$ cat src/rtl/if_id_queue.sv
// ----------------------------------------------------------------------------
// if_id_queue
//
// A DEPTH-entry first-word-fall-through instruction queue between fetch (IF)
// and decode (ID). Fetch can keep pushing while decode is stalled. A redirect
// (flush) empties the queue. Whenever the queue has nothing to issue, ID sees a
// zero bubble (pc=0, inst=0, valid=0).
//
// Handshake: a push happens on the rising edge where if_valid=1, if_ready=1 and
// flush=0. ID consumes the head on the rising edge where id_valid=1 and
// stall_sign[ISSUE_STALL_BIT]=0. There is no ID-side ready input. The ctrl
// stall bit is the only back-pressure ID applies.
//
// Ports:
//   clk         rising-edge clock
//   rst_n       asynchronous active-low reset
//   stall_sign  ctrl stall vector; only bit ISSUE_STALL_BIT is used
//   flush       redirect: discard every entry at this edge
//   if_valid    IF presents an instruction
//   if_pc       address of the fetched instruction
//   if_inst     fetched instruction word
//   if_ready    queue accepts a push this cycle
//   id_valid    head entry is presented to ID
//   id_pc       head pc, or 0 when empty
//   id_inst     head instruction, or 0 when empty
//   count       current occupancy, 0..DEPTH
// ----------------------------------------------------------------------------
module if_id_queue #(
    parameter int PC_W            = 32,
    parameter int INST_W          = 32,
    parameter int DEPTH           = 4,
    parameter int STALL_W         = 6,
    parameter int ISSUE_STALL_BIT = 2
) (
    input  logic                     clk,
    input  logic                     rst_n,
    input  logic [STALL_W-1:0]       stall_sign,
    input  logic                     flush,
    input  logic                     if_valid,
    input  logic [PC_W-1:0]          if_pc,
    input  logic [INST_W-1:0]        if_inst,
    output logic                     if_ready,
    output logic                     id_valid,
    output logic [PC_W-1:0]          id_pc,
    output logic [INST_W-1:0]        id_inst,
    output logic [$clog2(DEPTH):0]   count
);

    localparam int AW = $clog2(DEPTH);
    localparam int CW = AW + 1;
    localparam logic [CW-1:0] FULL_CNT = CW'(DEPTH);

    logic [PC_W-1:0]   r_pc_mem   [DEPTH];
    logic [INST_W-1:0] r_inst_mem [DEPTH];
    logic [AW-1:0]     r_rd_ptr;
    logic [AW-1:0]     r_wr_ptr;
    logic [CW-1:0]     r_count;

    logic              w_not_empty;
    logic              w_pop;
    logic              w_ready;
    logic              w_push;

    assign w_not_empty = (r_count != '0);
    assign w_pop       = w_not_empty & ~stall_sign[ISSUE_STALL_BIT];
    // A full queue still accepts a push when the head leaves in the same cycle.
    assign w_ready     = (r_count < FULL_CNT) | w_pop;
    assign w_push      = if_valid & w_ready & ~flush;

    // Pointers are exactly AW bits wide, so they wrap mod DEPTH by themselves.
    // Occupancy alone tells full from empty.
    always_ff @(posedge clk or negedge rst_n) begin
        if (!rst_n) begin
            r_rd_ptr <= '0;
            r_wr_ptr <= '0;
            r_count  <= '0;
        end else if (flush) begin
            // Flush wins over any push or pop in the same cycle.
            r_rd_ptr <= '0;
            r_wr_ptr <= '0;
            r_count  <= '0;
        end else begin
            if (w_push) begin
                r_wr_ptr <= r_wr_ptr + 1'b1;
            end
            if (w_pop) begin
                r_rd_ptr <= r_rd_ptr + 1'b1;
            end
            case ({w_push, w_pop})
                2'b10:   r_count <= r_count + 1'b1;
                2'b01:   r_count <= r_count - 1'b1;
                default: r_count <= r_count;
            endcase
        end
    end

    // Storage needs no reset. Entries are only read while count says they are
    // live.
    always_ff @(posedge clk) begin
        if (w_push) begin
            r_pc_mem[r_wr_ptr]   <= if_pc;
            r_inst_mem[r_wr_ptr] <= if_inst;
        end
    end

    // ID is driven only from registered state. There is no path from if_* to
    // id_*.
    assign if_ready = w_ready;
    assign id_valid = w_not_empty;
    assign id_pc    = w_not_empty ? r_pc_mem[r_rd_ptr]   : '0;
    assign id_inst  = w_not_empty ? r_inst_mem[r_rd_ptr] : '0;
    assign count    = r_count;

endmodule
$ cat config.mk
export PLATFORM = sky130hd
export DESIGN_NAME = if_id_queue
export DESIGN_NICKNAME = d
export VERILOG_FILES = /design/src/rtl/if_id_queue.sv
export SDC_FILE = /design/constraint.sdc
export NUM_CORES = 1
export LEC_CHECK = 0
export ABC_CLOCK_PERIOD_IN_PS = 2780
export BUFFER_PORTS_ARGS = -buffer_cell sky130_fd_sc_hd__buf_2
export CORE_ASPECT_RATIO = 0.6
export CORE_MARGIN = 1.5
export CORE_UTILIZATION = 44
export DETAILED_ROUTE_END_ITERATION = 6
export PLACE_DENSITY = 0.7
export SYNTH_ARGS = -nofsm -noshare
export SYNTH_HDL_FRONTEND = slang
export SYNTH_SLANG_ARGS = --single-unit
$ cat constraint.sdc
create_clock -name clk -period 2.78 [get_ports clk]
set_input_delay 0.278 -clock clk [delete_from_list [all_inputs] [get_ports clk]]
set_output_delay 0.278 -clock clk [all_outputs]
set_load 0.05 [all_outputs]
* Yosys cells after proc, flatten, opt, wreduce, memory -nomap -nowiden
Memory sizes are Yosys's and may differ from the RTL's.
Index checks and enable logic that the tools add are counted.
** Operators by class
- Mux-type cells :: 10
- Eq/ne operators :: 2
- Add/subtract/negate cells :: 4
- Reductions and logical operators :: 4
- Bitwise logic cells :: 6
- Order comparisons :: 1
** Operators with widths (number)
- $mux W32 :: 2
- $mux W2 :: 4
- $pmux W3 S2 :: 1
- $reduce_bool A3 Y1 :: 2
- $add A2 B1 Y2 const B :: 2
- $reduce_bool A2 Y1 :: 2
- $add A3 B1 Y3 const B :: 1
- $and A1 B1 Y1 :: 3
- $lt A3 B3 Y1 const B :: 1
- $mux W3 :: 1
- $sub A3 B1 Y3 const B :: 1
- $eq A2 B1 Y1 const B :: 1
- $eq A2 B2 Y1 const B :: 1
- $mux W1 :: 2
- $not A1 Y1 :: 2
- $or A1 B1 Y1 :: 1
** Word-level totals
- Memories kept :: 2
- Flip-flop bits (word level) :: 7
- Input bits :: 74
- Output and inout bits :: 69
- Memory bits (writable) :: 256
** Memories
- r_inst_mem :: words 4, bits a word 32, read ports 1, clocked after memory_dff 0, write ports 1, RTL line 54 : logic [INST_W-1:0] r_inst_mem [DEPTH];
- r_pc_mem :: words 4, bits a word 32, read ports 1, clocked after memory_dff 0, write ports 1, RTL line 53 : logic [PC_W-1:0] r_pc_mem [DEPTH];

* Depth between registers and ports, before layout
- Word-level depth :: 8
- Mapped depth :: 8
- Gate-level depth less buffers :: 7

* Least setup slack after synthesis
Ideal clock, no wire load.
- Path kind :: reg-to-reg
- Start :: register r_count[2], in the netlist count[2]
- End :: memory r_inst_mem[0][0] (enable)
- Stages on the path, launching flop included :: 5
- Buffers on the path :: 1
- Clock period less this slack :: 3377 ps
- Path slack :: -597 ps
- Data arrival time :: 2948 ps
- Setup time :: 429 ps
- Cells stage by stage :: dfrtp_1 buf_2 a21boi_0 nor2b_1 and2_1
** Between the ends
- Longest elaborated chain between the ends :: 7
- Elaborated cells between the ends (all ways) :: 8
** Ends and longest elaborated chain
- from (decl) :: RTL line 57 : logic [CW-1:0] r_count;
- from (signal assigned) :: RTL line 90 : 2'b10: r_count <= r_count + 1'b1;
- from (signal assigned) :: RTL line 91 : 2'b01: r_count <= r_count - 1'b1;
- from (signal assigned) :: RTL line 92 : default: r_count <= r_count;
- branches (longest 2 deep; another with $lt A3 B3 Y1)
- $or A1 B1 Y1 (*) :: RTL line 67 : assign w_ready = (r_count < FULL_CNT) | w_pop;
- $and A1 B1 Y1 (*) (2 in a row) :: RTL line 68 : assign w_push = if_valid & w_ready & ~flush;
- $mux W1 (*) :: RTL line 100 : if (w_push) begin
- $mux W1 (not written as such) (*) :: RTL line 102 : r_inst_mem[r_wr_ptr] <= if_inst;
- to (decl) :: RTL line 54
Mark *: on every way between the ends.

* Final worst setup path
- Start :: register r_rd_ptr[0]
- End :: output port id_inst[13]
** Between the ends
- Longest elaborated chain between the ends :: 2
** Ends and longest elaborated chain
- from (decl) :: RTL line 55 : logic [AW-1:0] r_rd_ptr;
- from (signal assigned) :: RTL line 87 : r_rd_ptr <= r_rd_ptr + 1'b1;
- $mem_v2 Z4 W32
- $mux W32 :: RTL line 111 : assign id_inst = w_not_empty ? r_inst_mem[r_rd_ptr] : '0;
- to (decl) :: RTL line 45 : output logic [INST_W-1:0] id_inst,
Every way passes these cells.

==> impl_metrics.tcl <==
set metrics [dict create \
    period_needed_ps 2540 \
    start_util_pct 44.6 \
    firstDrtPassIters 5 \
    syn2layout_area_growth_pct 26.6 \
    drive_gt1_share_pct 38.2 \
    crit_buf_inv 3 \
    io_pins 143 \
    place_hpwl_mm 11.6 \
    grt_overflow 0 \
    antenna_found_initial 0 \
    die_x_um 200 \
    crit_arrival_ps 2260 \
    reg2reg_depth 6 \
    cts_buffer_depth 3 \
    multi_input_area_um2 2200 \
    max_slew_margin_pct 70.9 \
    grt_pass1_wl_mm 31.7 \
    grt_max_degree 66 \
    hp-start "if_valid" \
    cts_made_buffers 25 \
    viasPerCell 5.16 \
    r2r_slack_ps 370 \
    ys_ff_latch 263 \
    startpoint_type "flip-flop" \
    status "complete, no violations" \
    r2r-end "count[2]" \
    drv_cap 0 \
    cts.clk_slew.worst_paths_ps 60 \
    crit_slowest_cell "mux4_2" \
    n_fill_cell 1740 \
    cts_tree "done" \
    synth_area_leaders "edfxtp_1, mux4_2, and2_1, dfrtp_1, buf_12" \
    cts-root-buf "clkbuf_16" \
    power_density_nw_per_um2 764 \
    min_path_type "in2reg" \
    setup-tns-final_ps 0 \
    layout_commonest_cell "edfxtp_1" \
    synthCells 468 \
    num_vias 5309 \
    rows 43 \
    final_cell_mix "edfxtp_1, buf_2, dlygate4sd3_1" \
    yosysWarnings 0 \
    drt-total-wl_mm 20.7 \
    crit_path_end_kind "output port" \
    fmax_ghz 0.394 \
    drtAntennaViolNets 0 \
    wl_per_cell_um 20.2 \
    fin_crit_sh_pct 91.4 \
    grt_setup_unrepaired "no" \
    die_h_um 121 \
    seq_area_um2 7870 \
    htree_levels 1 \
    clk_latency_ps 520 \
    grtUsageTotal_pct 17.4 \
    postLayoutCoreUtil_pct 56.5 \
    synth_nets 547 \
    yosysTopAreaCellShare_pct 75.0 \
    antenna_cells 0 \
    cts_resized 0 \
    required_ps 2500 \
    nets 776 \
    synth_area_leader_cell "edfxtp_1" \
    finalHoldViolations 0 \
    peakVddDrop_mv 0.489 \
    tightest_slew_ps 436 \
    crit_family "buffers and inverters" \
    p_leak_nw 4.53 \
    crit_type "reg2out" \
    die_area_um2 24300 \
    hold_path_end "count[1]" \
    syn_avg_cell_area_um2 21.9 \
    critical-path-max-stage-delay_ps 500 \
    hold-path-cell-count 3 \
    ys_seq_area_share_pct 76.7 \
    netlist_area_um2 10300 \
    port_buffers 137 \
    drv_slew 0 \
    cts.sink_count 263 \
    timing.rr.start "count[2]" \
    drt-initial-drc-count 327 \
    gp_congestion 0.755 \
    setup_viol 0 \
    ys_types 34 \
    grt_pass1_vias 5655 \
    critical_path.cell_chain "buf_4 -> buf_12 -> mux4_2 -> and2_1 -> buf_2" \
    core_region_area_um2 23000 \
    fin_skew_ps 8.13 \
    drcViolationCount 0 \
    cp_max_fo 14 \
]
-- sequential cells by signal, summed over array words and instances (netlist names) --
register	flops
r_inst_mem	128
r_pc_mem	128
count	3
r_rd_ptr	2
r_wr_ptr	2
-- layer usage --
metal	vias to the layer above	track usage [%]	wire length [um]
met1	2728	23.6	9170
met5	-	0	0
met4	0	4.07	419
met3	34	3.87	1320
li1	2351	-	-
met2	196	28.9	9830
-- report_power, final --
part | total (mW) | leakage, nW | internal [mW] | switching [mW]
Sequential | 4.55 | 2.41 | 4.49 | 0.0557
Combinational | 1.95 | 1.71 | 0.670 | 1.28
Clock | 3.42 | 0.404 | 2.02 | 1.40
-- worst register-to-register path, stage by stage, from the launching register on --
cell and delay (ps):
dfrtp_1 510, a21boi_0 280, nor2b_1 230, nor3_1 90
fa_1 410, or4b_2 680, a21oi_1 140
-- timing repair --
action | in CTS | in global routing
setup buffers | 5 | 1
gates cloned | 0 | 0
hold buffers | 66 | 0
setup endpoints to repair | 55 | 4
endpoints found under the hold margin | 265 | 0
-- through the flow --
stage                     area [um2]  std cells  total power, mW  hold WS, ps  setup WS [ps]
final                          13000       1029             9.92          163            239
after detailed placement       11400        913             6.49          123            387
after CTS                      13000       1028             10.0          100           50.5
after floorplan                10300        468             6.00        -17.6           68.1
after global placement         11400        913             6.45          112            436
after global routing           13000       1029             10.3          154            135
-- area by class of cell --
cell class | count | area share [%]
multi-input cells | 175 | 17.0
clock inverters | 15 | 1.38
clock buffers | 29 | 4.94
flip-flops and latches | 263 | 60.6
inverters | 4 | 0.116
repair buffers | 228 | 12.9
well taps | 315 | 3.04
-- cell families after synthesis --
kind of cell | count (synthesis) | share of synthesized area, %
buffers and inverters | 30 | 1.96
and+or+nand+nor | 90 | 5.54
DFF | 263 | 76.7
adders and majority gates | 5 | 0.683
muxes | 67 | 14.3
AOI/OAI and AO/OA | 12 | 0.720
xor gates and xnor gates | 1 | 0.0854
-- how the worst max path moves through the flow --
stage,from,cells past startpoint,slack [ps],endpoint
2_1_floorplan,count[2],7,70,count[2]
3_3_place_gp,r_rd_ptr[0],4,440,id_inst[2]
3_5_place_dp,r_rd_ptr[0],4,390,id_inst[2]
4_1_cts,r_rd_ptr[1],4,50,id_pc[6]
5_1_grt,r_rd_ptr[0],5,140,id_inst[18]
6_report,r_rd_ptr[0],5,240,id_inst[13]
-- cells in the mapped netlist --
cell type  count
nand3_1        1
and2_1        68
fa_1           1
edfxtp_1     256
mux4_2        64
o21ai_0        1
ha_1           4
clkbuf_1      15
nor2_1         5
nor3_1         1
nand3b_1       2
nor4_1         1
a211oi_1       1
a21boi_0       1
nand4b_1       1
inv_1          4
mux2i_1        3
a21oi_1        6
buf_12         4
xnor2_1        1
nand2_1        1
or4_1          1
or3_1          4
buf_2          4
or4b_2         1
a21o_1         1
dfrtp_1        7
nor2b_1        1
or2b_1         2
buf_4          1
buf_6          2
nor3_4         1
o31ai_1        1
o311ai_0       1
Note: power is estimated with default switching activity, not from simulation.
